===== src/rtl/ctrl_cnt_vol_nd_if.sv =====
// Control/status bundle between the convolution main FSM (master) and the
// three-level volume counter (slave).
interface ctrl_cnt_vol_nd_if #(
    parameter int MAX_X = 224,
    parameter int MAX_Y = 224,
    parameter int MAX_C = 512
);
    localparam int WX = $clog2(MAX_X + 1);
    localparam int WY = $clog2(MAX_Y + 1);
    localparam int WC = $clog2(MAX_C + 1);

    logic          cnt_clear;
    logic          cnt_load;
    logic [WX-1:0] max_x;
    logic [WY-1:0] max_y;
    logic [WC-1:0] max_c;
    logic          cnt_start;
    logic          cnt_step;

    logic [WX-1:0] cur_x;
    logic [WY-1:0] cur_y;
    logic [WC-1:0] cur_c;
    logic          wrap_x;
    logic          wrap_y;
    logic          last_vol;
    logic          busy;
    logic          op_done;
    logic          cfg_err;

    modport master (
        output cnt_clear, cnt_load, max_x, max_y, max_c, cnt_start, cnt_step,
        input  cur_x, cur_y, cur_c, wrap_x, wrap_y, last_vol, busy, op_done, cfg_err
    );

    modport slave (
        input  cnt_clear, cnt_load, max_x, max_y, max_c, cnt_start, cnt_step,
        output cur_x, cur_y, cur_c, wrap_x, wrap_y, last_vol, busy, op_done, cfg_err
    );
endinterface


===== src/rtl/ctrl_cnt_vol_nd.sv =====
// Three-level (x fastest, then y, then c) programmable volume counter with
// limit checking, wrap pulses and an IDLE/ARMED/RUN/DONE state machine.
module ctrl_cnt_vol_nd #(
    parameter int MAX_X = 224,
    parameter int MAX_Y = 224,
    parameter int MAX_C = 512
) (
    input logic              clk,
    input logic              rst,
    ctrl_cnt_vol_nd_if.slave bus
);
    localparam int WX = $clog2(MAX_X + 1);
    localparam int WY = $clog2(MAX_Y + 1);
    localparam int WC = $clog2(MAX_C + 1);

    localparam logic [1:0] ST_IDLE  = 2'd0;
    localparam logic [1:0] ST_ARMED = 2'd1;
    localparam logic [1:0] ST_RUN   = 2'd2;
    localparam logic [1:0] ST_DONE  = 2'd3;

    logic [1:0]    state_q, state_d;
    logic [WX-1:0] cur_x_q, cur_x_d, lim_x_q, lim_x_d;
    logic [WY-1:0] cur_y_q, cur_y_d, lim_y_q, lim_y_d;
    logic [WC-1:0] cur_c_q, cur_c_d, lim_c_q, lim_c_d;
    logic          wrap_x_q, wrap_x_d;
    logic          wrap_y_q, wrap_y_d;
    logic          last_vol_q, last_vol_d;
    logic          cfg_err_q, cfg_err_d;
    logic          load_ok;

    always_comb begin
        load_ok = (bus.max_x != '0) && (bus.max_x <= WX'(MAX_X)) &&
                  (bus.max_y != '0) && (bus.max_y <= WY'(MAX_Y)) &&
                  (bus.max_c != '0) && (bus.max_c <= WC'(MAX_C));
    end

    always_comb begin
        state_d   = state_q;
        cur_x_d   = cur_x_q;
        cur_y_d   = cur_y_q;
        cur_c_d   = cur_c_q;
        lim_x_d   = lim_x_q;
        lim_y_d   = lim_y_q;
        lim_c_d   = lim_c_q;
        wrap_x_d  = 1'b0;
        wrap_y_d  = 1'b0;
        cfg_err_d = cfg_err_q;

        if (bus.cnt_clear) begin
            state_d   = ST_IDLE;
            cur_x_d   = WX'(1);
            cur_y_d   = WY'(1);
            cur_c_d   = WC'(1);
            lim_x_d   = '0;
            lim_y_d   = '0;
            lim_c_d   = '0;
            cfg_err_d = 1'b0;
        end else if (bus.cnt_load && (state_q != ST_RUN)) begin
            cur_x_d = WX'(1);
            cur_y_d = WY'(1);
            cur_c_d = WC'(1);
            if (load_ok) begin
                state_d   = ST_ARMED;
                lim_x_d   = bus.max_x;
                lim_y_d   = bus.max_y;
                lim_c_d   = bus.max_c;
                cfg_err_d = 1'b0;
            end else begin
                state_d   = ST_IDLE;
                lim_x_d   = '0;
                lim_y_d   = '0;
                lim_c_d   = '0;
                cfg_err_d = 1'b1;
            end
        end else if (bus.cnt_start && (state_q == ST_ARMED || state_q == ST_DONE)) begin
            state_d = ST_RUN;
            cur_x_d = WX'(1);
            cur_y_d = WY'(1);
            cur_c_d = WC'(1);
        end else if (bus.cnt_step && (state_q == ST_RUN)) begin
            if (cur_x_q < lim_x_q) begin
                cur_x_d = cur_x_q + WX'(1);
            end else begin
                cur_x_d  = WX'(1);
                wrap_x_d = 1'b1;
                if (cur_y_q < lim_y_q) begin
                    cur_y_d = cur_y_q + WY'(1);
                end else begin
                    cur_y_d  = WY'(1);
                    wrap_y_d = 1'b1;
                    if (cur_c_q < lim_c_q) begin
                        cur_c_d = cur_c_q + WC'(1);
                    end else begin
                        // Final volume of the layer: rewind so a restart from DONE starts clean.
                        cur_c_d = WC'(1);
                        state_d = ST_DONE;
                    end
                end
            end
        end

        last_vol_d = (state_d == ST_RUN) && (cur_x_d == lim_x_d) &&
                     (cur_y_d == lim_y_d) && (cur_c_d == lim_c_d);
    end

    always_ff @(posedge clk or posedge rst) begin
        if (rst) begin
            state_q    <= ST_IDLE;
            cur_x_q    <= WX'(1);
            cur_y_q    <= WY'(1);
            cur_c_q    <= WC'(1);
            lim_x_q    <= '0;
            lim_y_q    <= '0;
            lim_c_q    <= '0;
            wrap_x_q   <= 1'b0;
            wrap_y_q   <= 1'b0;
            last_vol_q <= 1'b0;
            cfg_err_q  <= 1'b0;
        end else begin
            state_q    <= state_d;
            cur_x_q    <= cur_x_d;
            cur_y_q    <= cur_y_d;
            cur_c_q    <= cur_c_d;
            lim_x_q    <= lim_x_d;
            lim_y_q    <= lim_y_d;
            lim_c_q    <= lim_c_d;
            wrap_x_q   <= wrap_x_d;
            wrap_y_q   <= wrap_y_d;
            last_vol_q <= last_vol_d;
            cfg_err_q  <= cfg_err_d;
        end
    end

    assign bus.cur_x    = cur_x_q;
    assign bus.cur_y    = cur_y_q;
    assign bus.cur_c    = cur_c_q;
    assign bus.wrap_x   = wrap_x_q;
    assign bus.wrap_y   = wrap_y_q;
    assign bus.last_vol = last_vol_q;
    assign bus.busy     = (state_q == ST_RUN);
    assign bus.op_done  = (state_q == ST_DONE);
    assign bus.cfg_err  = cfg_err_q;
endmodule


===== src/flat_wrapper.sv =====
// flat-port wrapper written by rule: the top's interface ports become plain ports
module ctrl_cnt_vol_nd_flat 
#(
    parameter int MAX_X = 224,
    parameter int MAX_Y = 224,
    parameter int MAX_C = 512
)
  (clk, rst, bus_cnt_clear, bus_cnt_load, bus_max_x, bus_max_y, bus_max_c, bus_cnt_start, bus_cnt_step, bus_cur_x, bus_cur_y, bus_cur_c, bus_wrap_x, bus_wrap_y, bus_last_vol, bus_busy, bus_op_done, bus_cfg_err);
  ctrl_cnt_vol_nd_if #(.MAX_X(MAX_X), .MAX_Y(MAX_Y), .MAX_C(MAX_C)) bus_i ();
  input logic clk;
  input logic rst;
  input wire logic [$bits(bus_i.cnt_clear)-1:0] bus_cnt_clear;
  input wire logic [$bits(bus_i.cnt_load)-1:0] bus_cnt_load;
  input wire logic [$bits(bus_i.max_x)-1:0] bus_max_x;
  input wire logic [$bits(bus_i.max_y)-1:0] bus_max_y;
  input wire logic [$bits(bus_i.max_c)-1:0] bus_max_c;
  input wire logic [$bits(bus_i.cnt_start)-1:0] bus_cnt_start;
  input wire logic [$bits(bus_i.cnt_step)-1:0] bus_cnt_step;
  output wire logic [$bits(bus_i.cur_x)-1:0] bus_cur_x;
  output wire logic [$bits(bus_i.cur_y)-1:0] bus_cur_y;
  output wire logic [$bits(bus_i.cur_c)-1:0] bus_cur_c;
  output wire logic [$bits(bus_i.wrap_x)-1:0] bus_wrap_x;
  output wire logic [$bits(bus_i.wrap_y)-1:0] bus_wrap_y;
  output wire logic [$bits(bus_i.last_vol)-1:0] bus_last_vol;
  output wire logic [$bits(bus_i.busy)-1:0] bus_busy;
  output wire logic [$bits(bus_i.op_done)-1:0] bus_op_done;
  output wire logic [$bits(bus_i.cfg_err)-1:0] bus_cfg_err;
  assign bus_i.cnt_clear = bus_cnt_clear;
  assign bus_i.cnt_load = bus_cnt_load;
  assign bus_i.max_x = bus_max_x;
  assign bus_i.max_y = bus_max_y;
  assign bus_i.max_c = bus_max_c;
  assign bus_i.cnt_start = bus_cnt_start;
  assign bus_i.cnt_step = bus_cnt_step;
  assign bus_cur_x = bus_i.cur_x;
  assign bus_cur_y = bus_i.cur_y;
  assign bus_cur_c = bus_i.cur_c;
  assign bus_wrap_x = bus_i.wrap_x;
  assign bus_wrap_y = bus_i.wrap_y;
  assign bus_last_vol = bus_i.last_vol;
  assign bus_busy = bus_i.busy;
  assign bus_op_done = bus_i.op_done;
  assign bus_cfg_err = bus_i.cfg_err;
  ctrl_cnt_vol_nd #(.MAX_X(MAX_X), .MAX_Y(MAX_Y), .MAX_C(MAX_C)) u_core (.clk(clk), .rst(rst), .bus(bus_i));
endmodule

===== config.mk =====
export PLATFORM = sky130hd
export DESIGN_NAME = ctrl_cnt_vol_nd_flat
export DESIGN_NICKNAME = d
export VERILOG_FILES = /design/src/rtl/ctrl_cnt_vol_nd_if.sv /design/src/rtl/ctrl_cnt_vol_nd.sv /design/src/flat_wrapper.sv
export SDC_FILE = /design/constraint.sdc
export NUM_CORES = 1
export LEC_CHECK = 0
export CORE_MARGIN = 2
export CORE_UTILIZATION = 37
export DETAILED_ROUTE_END_ITERATION = 16
export PLACE_DENSITY = 0.65
export REMOVE_ABC_BUFFERS = 1
export SLEW_MARGIN = 20
export SYNTH_ARGS = -nofsm -noshare
export SYNTH_HDL_FRONTEND = slang
export SYNTH_SLANG_ARGS = --single-unit

===== constraint.sdc =====
create_clock -name clk -period 4.9 [get_ports clk]
set_input_delay 0.98 -clock clk [delete_from_list [all_inputs] [get_ports clk]]
set_output_delay 0.98 -clock clk [all_outputs]
set_load 0.02 [all_outputs]

# After elaboration in Yosys (flattened, before gate mapping)
# Cells that the tools add are included.
# Widths: inputs -> output; s select.
# totals
register_bits,58
input_bits,32
out_inout_bits,32
word_cells,93
# classes
addsub,3
n_lt_le_gt_ge,6
n_eq_ne,8
mux,49
reduce_logical,16
# op_table
operator,count
$mux 8,17
$mux 10,10
$add 8x1->8 const B,2
$eq 8x8->1,2
$le 8x8->1 const B,2
$lt 8x8->1,2
$reduce_bool 8->1,2
$mux 1,15
$mux 2,7
$logic_and 1x1->1,11
$add 10x1->10 const B,1
$eq 10x10->1,1
$le 10x10->1 const B,1
$lt 10x10->1,1
$reduce_bool 10->1,1
$eq 2x2->1 const B,3
$eq 2x1->1 const B,1
$ne 2x2->1 const B,1
$reduce_bool 2->1,1
$logic_or 1x1->1,1

# Longest topological paths before layout
# Gate-level depths: netlist of run 1.
# logic_depth
depth_word,13
mapped_depth,13
depth_no_buf,11

# Worst setup path after synthesis of run 1
# No wires, ideal clock.
# synth_timing
kind,input port to flip-flop
start,input port bus_max_y[0]
end,register u_core.last_vol_q (netlist: u_core.bus.last_vol)
setup_time_ps,68
t_arrival_ps,3326
t_required_ps,4832
slack_ps,1506
stages,9
path_buffers,0
cell_sequence,or4_4 > o2111ai_2 > o31ai_2 > nor4_4 > a22o_1 > xnor2_1 > o2111ai_1 > or4_1 > and4bb_1
# synth_via
elab_cells_between_ends,25
classes_between,order compare: 1; eq/ne: 4; mux: 12; reduce/logical: 8
# synth_lines
item,line,text
start: declaration,flat_wrapper.sv:15,input wire logic [$bits(bus_i.max_y)-1:0] bus_max_y;
"parallel branches: the longest is 2 deep, another holds $le 8x8->1",--,
$logic_and 1x1->1 * (2 in a row),ctrl_cnt_vol_nd.sv:33,(bus.max_y != '0) && (bus.max_y <= WY'(MAX_Y)) &&
$logic_and 1x1->1 *,ctrl_cnt_vol_nd.sv:34,(bus.max_c != '0) && (bus.max_c <= WC'(MAX_C));
$mux 8 *,ctrl_cnt_vol_nd.sv:62,if (load_ok) begin
$mux 8 *,ctrl_cnt_vol_nd.sv:58,end else if (bus.cnt_load && (state_q != ST_RUN)) begin
$mux 8 *,ctrl_cnt_vol_nd.sv:49,if (bus.cnt_clear) begin
named net u_core.lim_y_d[3],ctrl_cnt_vol_nd.sv:23,"logic [WY-1:0] cur_y_q, cur_y_d, lim_y_q, lim_y_d;"
$eq 8x8->1 *,ctrl_cnt_vol_nd.sv:103,(cur_y_d == lim_y_d) && (cur_c_d == lim_c_d);
$logic_and 1x1->1 *,ctrl_cnt_vol_nd.sv:102,last_vol_d = (state_d == ST_RUN) && (cur_x_d == lim_x_d) &&
$logic_and 1x1->1 *,ctrl_cnt_vol_nd.sv:103,
named net u_core.last_vol_d,ctrl_cnt_vol_nd.sv:27,"logic last_vol_q, last_vol_d;"
end signal: assignment,ctrl_cnt_vol_nd.sv:129,last_vol_q <= last_vol_d;
end: declaration,ctrl_cnt_vol_nd.sv:27,
# Mark *: on every way through the listed nets, which the timed path passes.
# A chain may end at the register's enable or synchronous reset.

# Worst setup path after layout of run 1
# layout_timing
start,input port bus_max_x[0]
end,register u_core.last_vol_q (netlist: u_core.bus.last_vol)
# layout_via
elab_cells_between_ends,26
classes_between,order compare: 1; eq/ne: 4; mux: 12; reduce/logical: 9
# layout_lines
item,line,text
start: declaration,flat_wrapper.sv:14,input wire logic [$bits(bus_i.max_x)-1:0] bus_max_x;
$le 8x8->1 / $reduce_bool 8->1 (equally long branches),ctrl_cnt_vol_nd.sv:32,load_ok = (bus.max_x != '0) && (bus.max_x <= WX'(MAX_X)) &&
$logic_and 1x1->1 * (2 in a row),ctrl_cnt_vol_nd.sv:32,
$logic_and 1x1->1 * (2 in a row),ctrl_cnt_vol_nd.sv:33,
$logic_and 1x1->1 *,ctrl_cnt_vol_nd.sv:34,
$mux 8 *,ctrl_cnt_vol_nd.sv:62,
$mux 8 *,ctrl_cnt_vol_nd.sv:58,
$mux 8 *,ctrl_cnt_vol_nd.sv:49,
named net u_core.lim_y_d[7],ctrl_cnt_vol_nd.sv:23,
$eq 8x8->1 *,ctrl_cnt_vol_nd.sv:103,
$logic_and 1x1->1 *,ctrl_cnt_vol_nd.sv:102,
$logic_and 1x1->1 *,ctrl_cnt_vol_nd.sv:103,
named net u_core.last_vol_d,ctrl_cnt_vol_nd.sv:27,
# The timed path passes the listed nets; every way through them passes the cells marked *.

==> summary.md, run 1 <==
| Metric | Value |
|---|---|
| Count of final max-slew check failures | 0 |
| Area share of xor/xnor cells in the synthesized design | 5.88% |
| Hold Crit Endpoint | u_core.lim_x_q[0] |
| Share of the synthesized area in the top cell type | 37.0% |
| Proportion of layout cells with a drive suffix above 1 | 8.49% |
| Slew @ Worst Pin | 795 ps |
| Biggest area contributors in the synthesized netlist | dfrtp_1, ha_1, a22o_1 |
| Vias in the first global route | 3433 |
| Minimum clock period | 3930 ps |
| CTS Hold Buffers Added | 0 |
| Depth of the worst register-to-register path | 9 |
| Crit Reg-Reg Endpoint | u_core.bus.last_vol |
| Max-capacitance violation count | 0 |
| Internal power of the cells | 864 uW |
| Combinational family with the most area after synthesis | simple AND/OR/NAND/NOR gates |
| Average routed wire per standard cell | 17.7 um |
| Global-route wire length before repair | 17900 um |
| Number of levels in the clock H-tree | 3 |
| Standard-cell rows | 36 |
| Max FO, Critical Path | 9 |
| Top-Level Pins | 64 |
| CTS sink count | 58 |
| Worst-path clk slew | 60 ps |
| Final Routed Wirelength | 10900 um |
| Core footprint | 9770 um^2 |
| Final-layout setup total negative slack | 0 ps |
| Share of synthesized cell area in and, or, nand and nor gates | 20.8% |
| Source-to-sink clock delay at the later pin of the worst-skew pair | 350 ps |
| Sort of element at the start of the critical path | primary input |
| Setup repair after global routing missed its margin | false |
| Cell with the most instances after synthesis | dfrtp_1 |
| Sequential area share after synthesis | 39.1% |
| Critical register-to-register path startpoint | u_core.bus.cur_x[5] |
| Leading cell types by count after synthesis | dfrtp_1, nand2_1, nor2_1 |
| Final Skew | 14.9 ps |
| Clock tree from TritonCTS | yes |
| Main flop type after synthesis | dfrtp_1 |
| Root cell of the clock tree | clkbuf_8 |
| Starting utilization of the core area | 38.1% |
| Post-synth ARST share | 100% |
| Initial drt markers | 218 |
| Total routing usage reported by global routing | 20.7% |
| First-pass DRT Iterations | 4 |
| Avg Vias per Cell | 5.62 |
| Post-synthesis register bit count | 58 |
| Routability Congestion | 0.888 |
| Global route overflow | 0 |
| Worst Hold Margin | 558 ps |
| Multiplexer fraction of the synthesized cell area | 0% |
| Number of enable-type register cells in the synthesized netlist | 0 |
| Post-placement setup slack | 664 ps |
| Arrival time of the worst setup path | 4210 ps |
| Outcome | finished, final reports clean |
| Synth Area in Compound Gates | 20.6% |
| Pin count of the biggest net entering global routing | 37 |
| Required @ worst endpoint | 5180 ps |
| Antenna fix cells | 0 |
| Fraction of power consumed by sequential logic | 42.2% |
| Number of buffers on the longest clock path | 2 |
| Net Switching | 308 uW |
| Final Cycle Share | 80.3% |
| Proportion of power drawn by combinational gates | 13.6% |
| Worst-case vdd ir drop | 0.000151 V |
| Post-synthesis cell count | 411 |
| Sum of net half-perimeters after detailed placement | 8080 um |
| Chip Height | 104 um |
| Total of warnings raised by yosys | 0 |
| Highest clock frequency the design can meet | 254 MHz |
| Inserted Clock Buffers | 9 |
| Sort of element at the end of the critical path | flip-flop |
| Count of unresolved DRC violations after routing | 0 |
| Crit path kind | primary input to flip-flop |
| Total leakage power | 1.99 nW |
| Number of vias in the routed layout | 3460 |
| Switching Fraction | 26.3% |
| Part of the total power dissipated in the clock network | 44.2% |
| Number of cells upsized or downsized after cts | 0 |
| Number of distinct library cells after synthesis | 57 |
| Class of the tightest hold or removal check | flip-flop to flip-flop |
| Mean instance size in the synthesized netlist | 9.05 um^2 |
| Initial antenna violation count | 0 |
| Post-synthesis adder-cell area fraction | 8.74% |
| WHS Path Cells | 1 |
| Slack of the worst reg-to-reg path | 1350 ps |
| Area overhead of the layout relative to synthesis | 27.5% |
| Setup-failing EPs final | 0 |
| Post-CTS setup buffer count | 0 |
| Final WS setup | 966 ps |
| Total standard cell area after synthesis | 3720 um^2 |
| Remaining number of nets flagged by the antenna check after routing | 0 |
| Max-slew headroom at the worst pin | 47.0% |
| Worst Min Path Start | u_core.lim_x_q[0] |
| Floorplan die area | 10900 um^2 |
| Final Hold Violating Endpoints | 0 |
| Nets | 536 |
| Cell area power density | 247 nW/um^2 |
| Total of buffers placed on input and output ports | 63 |
| X dimension of the die | 104 um |
| Most area-hungry cell type in the Yosys netlist | dfrtp_1 |
## critical path, stage by stage
cell and delay, ps:
clkdlybuf4s50_1 440, or4_1 590, o2111ai_1 210, nand4_1 180, nor4_4 480, buf_4 270
a22o_1 170, xnor2_1 120, nor4b_1 320, o2111ai_1 170, and4bb_1 280
## cell type report
class,instances,area [um^2]
clock buffer,12,155
clock inverter,4,73.8
fill,920,5030
sequential,58,1460
inverter,31,116
tap,133,166
timing repair buffer,71,691
multi-input combinational,307,2090
## per-stage QoR
step	total power [mW]	area (um^2)	utilization (%)	std cells
2_1_floorplan	0.585	3660	-	396
4_1_cts	1.18	4740	48.5	616
6_report	1.17	4740	48.5	616
3_5_place_dp	0.661	4520	46.2	600
5_1_grt	1.22	4740	48.5	616
3_3_place_gp	0.659	4520	46.2	600
## power groups by stage
stage / clock network, mW / logic (mW) / registers [mW]
after CTS: 0.526 / 0.159 / 0.494
after global placement: 0 / 0.156 / 0.503
after detailed placement: 0 / 0.157 / 0.503
after floorplan: 0 / 0.0824 / 0.503
after global routing: 0.547 / 0.174 / 0.496
final: 0.519 / 0.159 / 0.495
## logic make-up after synthesis
kind of cell,count (synthesis)
simple gates,150
flops,58
xor+xnor,25
compound gates,106
buf+inv,46
fa+ha+maj,26
## state kept, by name (all words and copies together) (netlist names), 2 cells and up
signal / count
u_core.lim_x_q: 8
u_core.state_q: 2
u_core.bus.cur_x: 8
u_core.lim_c_q: 10
u_core.bus.cur_c: 10
u_core.bus.cur_y: 8
u_core.lim_y_q: 8
## placed cells by master (no fill, tap or decap), types with 6 or more instances in the layout
cell and instances:
a21oi_1 26, a22o_1 17, buf_4 8, clkbuf_8 11
clkdlybuf4s50_1 63, dfrtp_1 55, ha_1 26, inv_1 30
nand2_1 35, nand3_1 16, nand4_1 8, nor2_1 33
nor2b_1 8, nor3_1 11, o21ai_0 13, or3_1 6
xnor2_1 8, xor2_1 17
## routing by layer
| layer | track usage (%) | routed length [um] | vias to the layer above |
|---|---|---|---|
| li1 | - | - | 1635 |
| met1 | 27.4 | 4860 | 1703 |
| met2 | 33.6 | 5230 | 101 |
| met3 | 4.57 | 571 | 21 |
| met4 | 6.37 | 233 | 0 |
| met5 | 0 | 0 | - |
## worst max-delay path by stage
stage,to,cells past startpoint,from
4_1_cts,u_core.bus.last_vol,10,bus_max_x[0]
3_3_place_gp,u_core.bus.last_vol,10,bus_max_x[0]
2_1_floorplan,u_core.bus.last_vol,9,bus_max_y[0]
6_report,u_core.bus.last_vol,11,bus_max_x[0]
5_1_grt,u_core.bus.last_vol,11,bus_max_x[0]
3_5_place_dp,u_core.bus.last_vol,10,bus_max_x[0]
No activity file was read; power rests on OpenSTA's default activity.
==> run 2: changes to the inputs <==
==> constraint.sdc (replaced) <==
create_clock -name clk -period 4 [get_ports clk]
set_input_delay 0.8 -clock clk [delete_from_list [all_inputs] [get_ports clk]]
set_output_delay 0.8 -clock clk [all_outputs]
set_load 0.02 [all_outputs]
==> run 2 against run 1 <==
  * Combinational power is 28% higher
  * First-iteration DRC count is 22% lower
  * Setup slack worse by 560 ps
  * Cell area is 0.50% higher
  * Critical path type is now flip-flop to flip-flop
  * Count of clock-buffer cells in the layout is 2 lower
  * Sequential share of layout area is 0.15 points lower
  * Wire length is 0.96% higher
  * Clock power hardly changed
  * Die area stayed put
==> summary.md, run 2 (synthesis gave the netlist of run 1 again) <==
| Metric | Value |
|---|---|
| CTS sink count | 58 |
| Core Util, Final | 48.8% |
| Starting utilization of the core area | 38.1% |
| Setup repair after global routing missed its margin | false |
| Number of cells upsized or downsized after cts | 0 |
| Depth of the worst register-to-register path | 12 |
| Number of levels in the clock H-tree | 3 |
| Routability Congestion | 0.956 |
| Switching Fraction | 27.5% |
| Crit path kind | flip-flop to flip-flop |
| Part of the total power dissipated in the clock network | 39.1% |
| Floorplan die area | 10900 um^2 |
| Critical register-to-register path startpoint | u_core.bus.cur_y[2] |
| Total of buffers placed on input and output ports | 63 |
| Average routed wire per standard cell | 17.6 um |
| Proportion of layout cells with a drive suffix above 1 | 10.2% |
| Commonest cells after routing, fill and taps aside | clkdlybuf4s50_1, dfrtp_1, nand2_1, nor2_1, inv_1 |
| Internal power of the cells | 963 uW |
| Final Skew | 8.19 ps |
| Worst-case vdd ir drop | 0.000132 V |
| Core footprint | 9770 um^2 |
| Proportion of power drawn by combinational gates | 15.3% |
| Final Hold Violating Endpoints | 0 |
| Fill cell instance count of the final layout | 930 |
| Initial drt markers | 170 |
| Source-to-sink clock delay at the later pin of the worst-skew pair | 340 ps |
| Slack of the worst reg-to-reg path | 400 ps |
| Final Cycle Share | 89.9% |
| Vias in the first global route | 3574 |
| CTS Hold Buffers Added | 0 |
| Outcome | finished, final reports clean |
| FF/Latch Area | 1460 um^2 |
| Top-Level Pins | 64 |
| Slew @ Worst Pin | 665 ps |
| Highest-delay cell along the critical path | or3_1 |
| Total routing usage reported by global routing | 21.1% |
| Critical-path cell list | ha_1 -> nand2_1 -> o21ai_0 -> a21oi_1 -> buf_4 -> or3_1 -> nor2_1 -> a32o_1 -> xor2_1 -> nor4_1 -> buf_4 -> and4bb_1 |
| Chip Height | 104 um |
| Highest clock frequency the design can meet | 278 MHz |
| Crit path max-delay family | simple AND/OR/NAND/NOR gates |
| Total leakage power | 2.02 nW |
| Final Routed Wirelength | 11000 um |
| Count of final max-slew check failures | 0 |
| Crit. path cell count | 12 |
| CP most frequent cell | buf_4 |
| Clock tree from TritonCTS | yes |
| Pin count of the biggest net entering global routing | 31 |
| Standard-cell rows | 36 |
| Total area of multi-input combinational cells | 2090 um^2 |
| Crit Reg-Reg Endpoint | u_core.bus.last_vol |
| Antenna fix cells | 0 |
| Worst-path clk slew | 70 ps |
| Fraction of power consumed by sequential logic | 45.6% |
| Initial antenna violation count | 0 |
| Net Switching | 366 uW |
| Minimum clock period | 3600 ps |
| Final-layout setup total negative slack | 0 ps |
| Crit path launch | u_core.bus.cur_y[2] |
| End point of the critical path | u_core.bus.last_vol |
| Largest stage delay, worst path | 550 ps |
| Area overhead of the layout relative to synthesis | 28.1% |
| Global route overflow | 0 |
| Nets | 545 |
| X dimension of the die | 104 um |
| Sort of element at the start of the critical path | flip-flop |
| Inserted Clock Buffers | 9 |
| Max-capacitance violation count | 0 |
| Count of unresolved DRC violations after routing | 0 |
| Number of buffers on the longest clock path | 2 |
| First-pass DRT Iterations | 4 |
| Arrival time of the worst setup path | 3870 ps |
| Global-route wire length before repair | 18300 um |
| Sum of net half-perimeters after detailed placement | 8460 um |
| Post-CTS setup buffer count | 0 |
| Setup-failing EPs final | 0 |
| Most common cell after layout, fill and taps aside | clkdlybuf4s50_1 |
| Max FO, Critical Path | 13 |
| Number of vias in the routed layout | 3455 |
| Root cell of the clock tree | clkbuf_8 |
| Remaining number of nets flagged by the antenna check after routing | 0 |
| Class of the tightest hold or removal check | flip-flop to flip-flop |
| Sort of element at the end of the critical path | flip-flop |
| Max-slew headroom at the worst pin | 55.6% |
| Required @ worst endpoint | 4280 ps |
| Cell area power density | 279 nW/um^2 |
| Buf+Inv Stages, Crit Path | 2 |
| Avg Vias per Cell | 5.53 |
## run 2: cell types whose count changed in the layout (fill, tap and decap cells not counted)
cell / before / now
buf_4: 8 / 17
bufinv_16: 2 / 1
clkbuf_8: 11 / 9
clkinv_2: 1 / 4
clkinv_4: 1 / 0
clkinvlp_4: 0 / 1
## run 2: worst min path at each step
stage	depth (start not counted)	endpoint	from	slack (ps)
2_1_floorplan	1	u_core.lim_y_q[2]	u_core.lim_y_q[2]	500
3_3_place_gp	1	u_core.lim_y_q[1]	u_core.lim_y_q[1]	540
3_5_place_dp	1	u_core.lim_y_q[0]	u_core.lim_y_q[0]	530
4_1_cts	1	u_core.lim_y_q[0]	u_core.lim_y_q[0]	560
5_1_grt	1	u_core.lim_y_q[7]	u_core.lim_y_q[7]	580
6_report	1	u_core.lim_c_q[5]	u_core.lim_c_q[5]	560
## run 2: layout make-up
class / count / area share [%]
clock buffer: 10 / 2.68
sequential: 58 / 30.5
inverter: 31 / 2.44
timing repair buffer: 80 / 15.9
multi-input combinational: 307 / 43.8
clock inverter: 6 / 1.21
tap: 133 / 3.49
## run 2: layer usage
metal	track usage (%)	vias to the layer above	routed length, um
li1	-	1649	-
met1	27.0	1673	4820
met2	34.6	111	5300
met3	5.01	22	648
met4	7.53	0	233
met5	0	-	0
## run 2: metrics by stage
step / worst slack (ps) / cells / hold WS, ps / area [um^2] / power, mW
final: 405 / 625 / 559 / 4770 / 1.33
after global routing: 212 / 625 / 582 / 4770 / 1.39
after CTS: 470 / 625 / 557 / 4770 / 1.34
after detailed placement: 109 / 609 / 535 / 4580 / 0.818
after global placement: 184 / 609 / 535 / 4580 / 0.816
after floorplan: 543 / 396 / 501 / 3660 / 0.717
## run 2: power by group through the flow
stage	Sequential [mW]	Combinational, mW	Clock, mW
4_1_cts	0.606	0.203	0.533
3_5_place_dp	0.617	0.201	0
2_1_floorplan	0.616	0.101	0
5_1_grt	0.607	0.223	0.559
3_3_place_gp	0.617	0.199	0
6_report	0.606	0.203	0.520
==> run 3: changes to the inputs <==
--- a/config.mk
+++ b/config.mk
@@ -5,10 +5,12 @@
 export SDC_FILE = /design/constraint.sdc
 export NUM_CORES = 1
 export LEC_CHECK = 0
+export CELL_PAD_IN_SITES_DETAIL_PLACEMENT = 0
+export CELL_PAD_IN_SITES_GLOBAL_PLACEMENT = 2
 export CORE_MARGIN = 2
-export CORE_UTILIZATION = 37
+export CORE_UTILIZATION = 33
 export DETAILED_ROUTE_END_ITERATION = 16
-export PLACE_DENSITY = 0.65
+export PLACE_DENSITY = 0.87
 export REMOVE_ABC_BUFFERS = 1
 export SLEW_MARGIN = 20
 export SYNTH_ARGS = -nofsm -noshare
==> run 3 against run 2 <==
  * Wire length is 3.5% higher
  * Register-to-register slack worse by 20 ps
  * Highest routed layer unchanged
  * Clock skew is 2.5 ps lower
  * Clock power is 52% higher
  * Global-route usage is 1.5 points lower
  * Setup slack worse by 21 ps
  * Sequential share of layout area is 0.98 points lower
  * Critical endpoint unchanged
==> summary.md, run 3 (synthesis gave the netlist of run 1 again) <==
| Metric | Value |
|---|---|
| CTS Hold Buffers Added | 0 |
| Highest clock frequency the design can meet | 277 MHz |
| Final Cycle Share | 90.4% |
| Critical register-to-register path startpoint | u_core.bus.cur_y[2] |
| Setup repair after global routing missed its margin | false |
| Crit path launch | u_core.bus.cur_y[2] |
| Worst Hold Margin | 554 ps |
| Slack of the worst reg-to-reg path | 380 ps |
| Required @ worst endpoint | 4260 ps |
| Post-CTS setup buffer count | 0 |
| Count of final max-slew check failures | 0 |
| Pin count of the biggest net entering global routing | 52 |
| Count of unresolved DRC violations after routing | 0 |
| Number of vias in the routed layout | 3477 |
| First-pass DRT Iterations | 4 |
| Antenna fix cells | 0 |
| Sort of element at the start of the critical path | flip-flop |
| Global route overflow | 0 |
| Slew @ Worst Pin | 665 ps |
| Max FO, Critical Path | 6 |
| Global-route wire length before repair | 18100 um |
| Most common cell after layout, fill and taps aside | clkdlybuf4s50_1 |
| Chip Height | 110 um |
| Commonest cells after routing, fill and taps aside | clkdlybuf4s50_1, dfrtp_1, nand2_1, nor2_1, inv_1 |
| Minimum clock period | 3620 ps |
| Floorplan die area | 12100 um^2 |
| Max-capacitance violation count | 0 |
| Total routing usage reported by global routing | 19.6% |
| Vias in the first global route | 3407 |
| Average routed wire per standard cell | 18.0 um |
| Clock tree from TritonCTS | yes |
| Avg Vias per Cell | 5.48 |
| Worst-path clk slew | 50 ps |
| Root cell of the clock tree | clkbuf_16 |
| Final Routed Wirelength | 11400 um |
| Core footprint | 10900 um^2 |
| Outcome | finished, final reports clean |
| Setup-failing EPs final | 0 |
| Sum of net half-perimeters after detailed placement | 8830 um |
| Arrival time of the worst setup path | 3880 ps |
| Number of cells upsized or downsized after cts | 0 |
| Crit path kind | flip-flop to flip-flop |
| Standard-cell rows | 38 |
| Crit Reg-Reg Endpoint | u_core.bus.last_vol |
| X dimension of the die | 110 um |
| Number of buffers on the longest clock path | 2 |
| Top-Level Pins | 64 |
| Depth of the worst register-to-register path | 10 |
| Inserted Clock Buffers | 9 |
| Initial antenna violation count | 0 |
| Sort of element at the end of the critical path | flip-flop |
| Proportion of layout cells with a drive suffix above 1 | 10.5% |
| Final Hold Violating Endpoints | 0 |
| Total leakage power | 2.08 nW |
| Worst-case vdd ir drop | 0.000171 V |
| End point of the critical path | u_core.bus.last_vol |
| Max-slew headroom at the worst pin | 55.6% |
| Source-to-sink clock delay at the later pin of the worst-skew pair | 330 ps |
| Starting utilization of the core area | 34.0% |
| Remaining number of nets flagged by the antenna check after routing | 0 |
| Total of buffers placed on input and output ports | 63 |
| Cell area power density | 325 nW/um^2 |
| Final-layout setup total negative slack | 0 ps |
| CTS sink count | 58 |
| Overall power after layout | 1.60 mW |
| Nets | 547 |
| Final Skew | 5.72 ps |
| Initial drt markers | 165 |
| Class of the tightest hold or removal check | flip-flop to flip-flop |
| Number of levels in the clock H-tree | 3 |
| Area overhead of the layout relative to synthesis | 32.4% |
| Routability Congestion | 0.866 |
==> run 3: changes by cell type in the layout (fill, tap and decap cells not counted), sizes merged <==
cell      change
clkbuf        +2
clkinvlp      +1
buf           +2
clkinv        -3
==> run 3: routing by layer <==
layer	vias to the layer above	routed length, um	GRT usage [%]
li1	1654	-	-
met1	1695	5250	27.0
met2	119	5420	32.3
met3	9	662	3.64
met4	0	50	4.29
met5	-	0	0
==> run 3: where the power goes <==
part	internal, mW	total [mW]	leakage, nW	switching, mW
clock	0.515	0.788	0.145	0.273
sequential	0.599	0.608	0.791	0.00833
combinational	0.0848	0.207	1.14	0.122
==> run 3: metrics by stage <==
step | std cells | util, % | worst slack (ps) | area (um^2)
floorplan | 396 | - | 543 | 3660
global route | 634 | 45.0 | 106 | 4930
global placement | 618 | 42.2 | 168 | 4620
finish | 634 | 45.0 | 384 | 4930
detailed placement | 618 | 42.2 | 116 | 4620
CTS | 634 | 45.0 | 433 | 4930
==> run 3: layout make-up <==
cell class                      count  area [um^2]
Fill cell                        1106         6010
Multi-Input combinational cell    307         2090
Sequential cell                    58         1460
Timing Repair Buffer               82          786
Clock buffer                       12          256
Tap cell                          140          175
Inverter                           31          116
Clock inverter                      4         50.0
==> run 3: how the worst min path moves through the flow <==
stage	slack, ps	cells after the start	startpoint	end
final	550	1	u_core.lim_c_q[7]	u_core.lim_c_q[7]
after global routing	570	1	u_core.lim_c_q[8]	u_core.lim_c_q[8]
after CTS	560	1	u_core.lim_c_q[1]	u_core.lim_c_q[1]
after detailed placement	550	1	u_core.lim_c_q[1]	u_core.lim_c_q[1]
after global placement	540	1	u_core.lim_c_q[7]	u_core.lim_c_q[7]
after floorplan	500	1	u_core.lim_y_q[2]	u_core.lim_y_q[2]
==> run 3: critical path: stages (launching register included) <==
cell	delay, ps
dfrtp_1	450
ha_1	350
a211oi_1	220
o21ai_0	150
a21oi_1	470
nand3_1	380
o22ai_1	400
xnor2_1	170
o2111ai_1	160
or4_1	540
and4bb_1	250
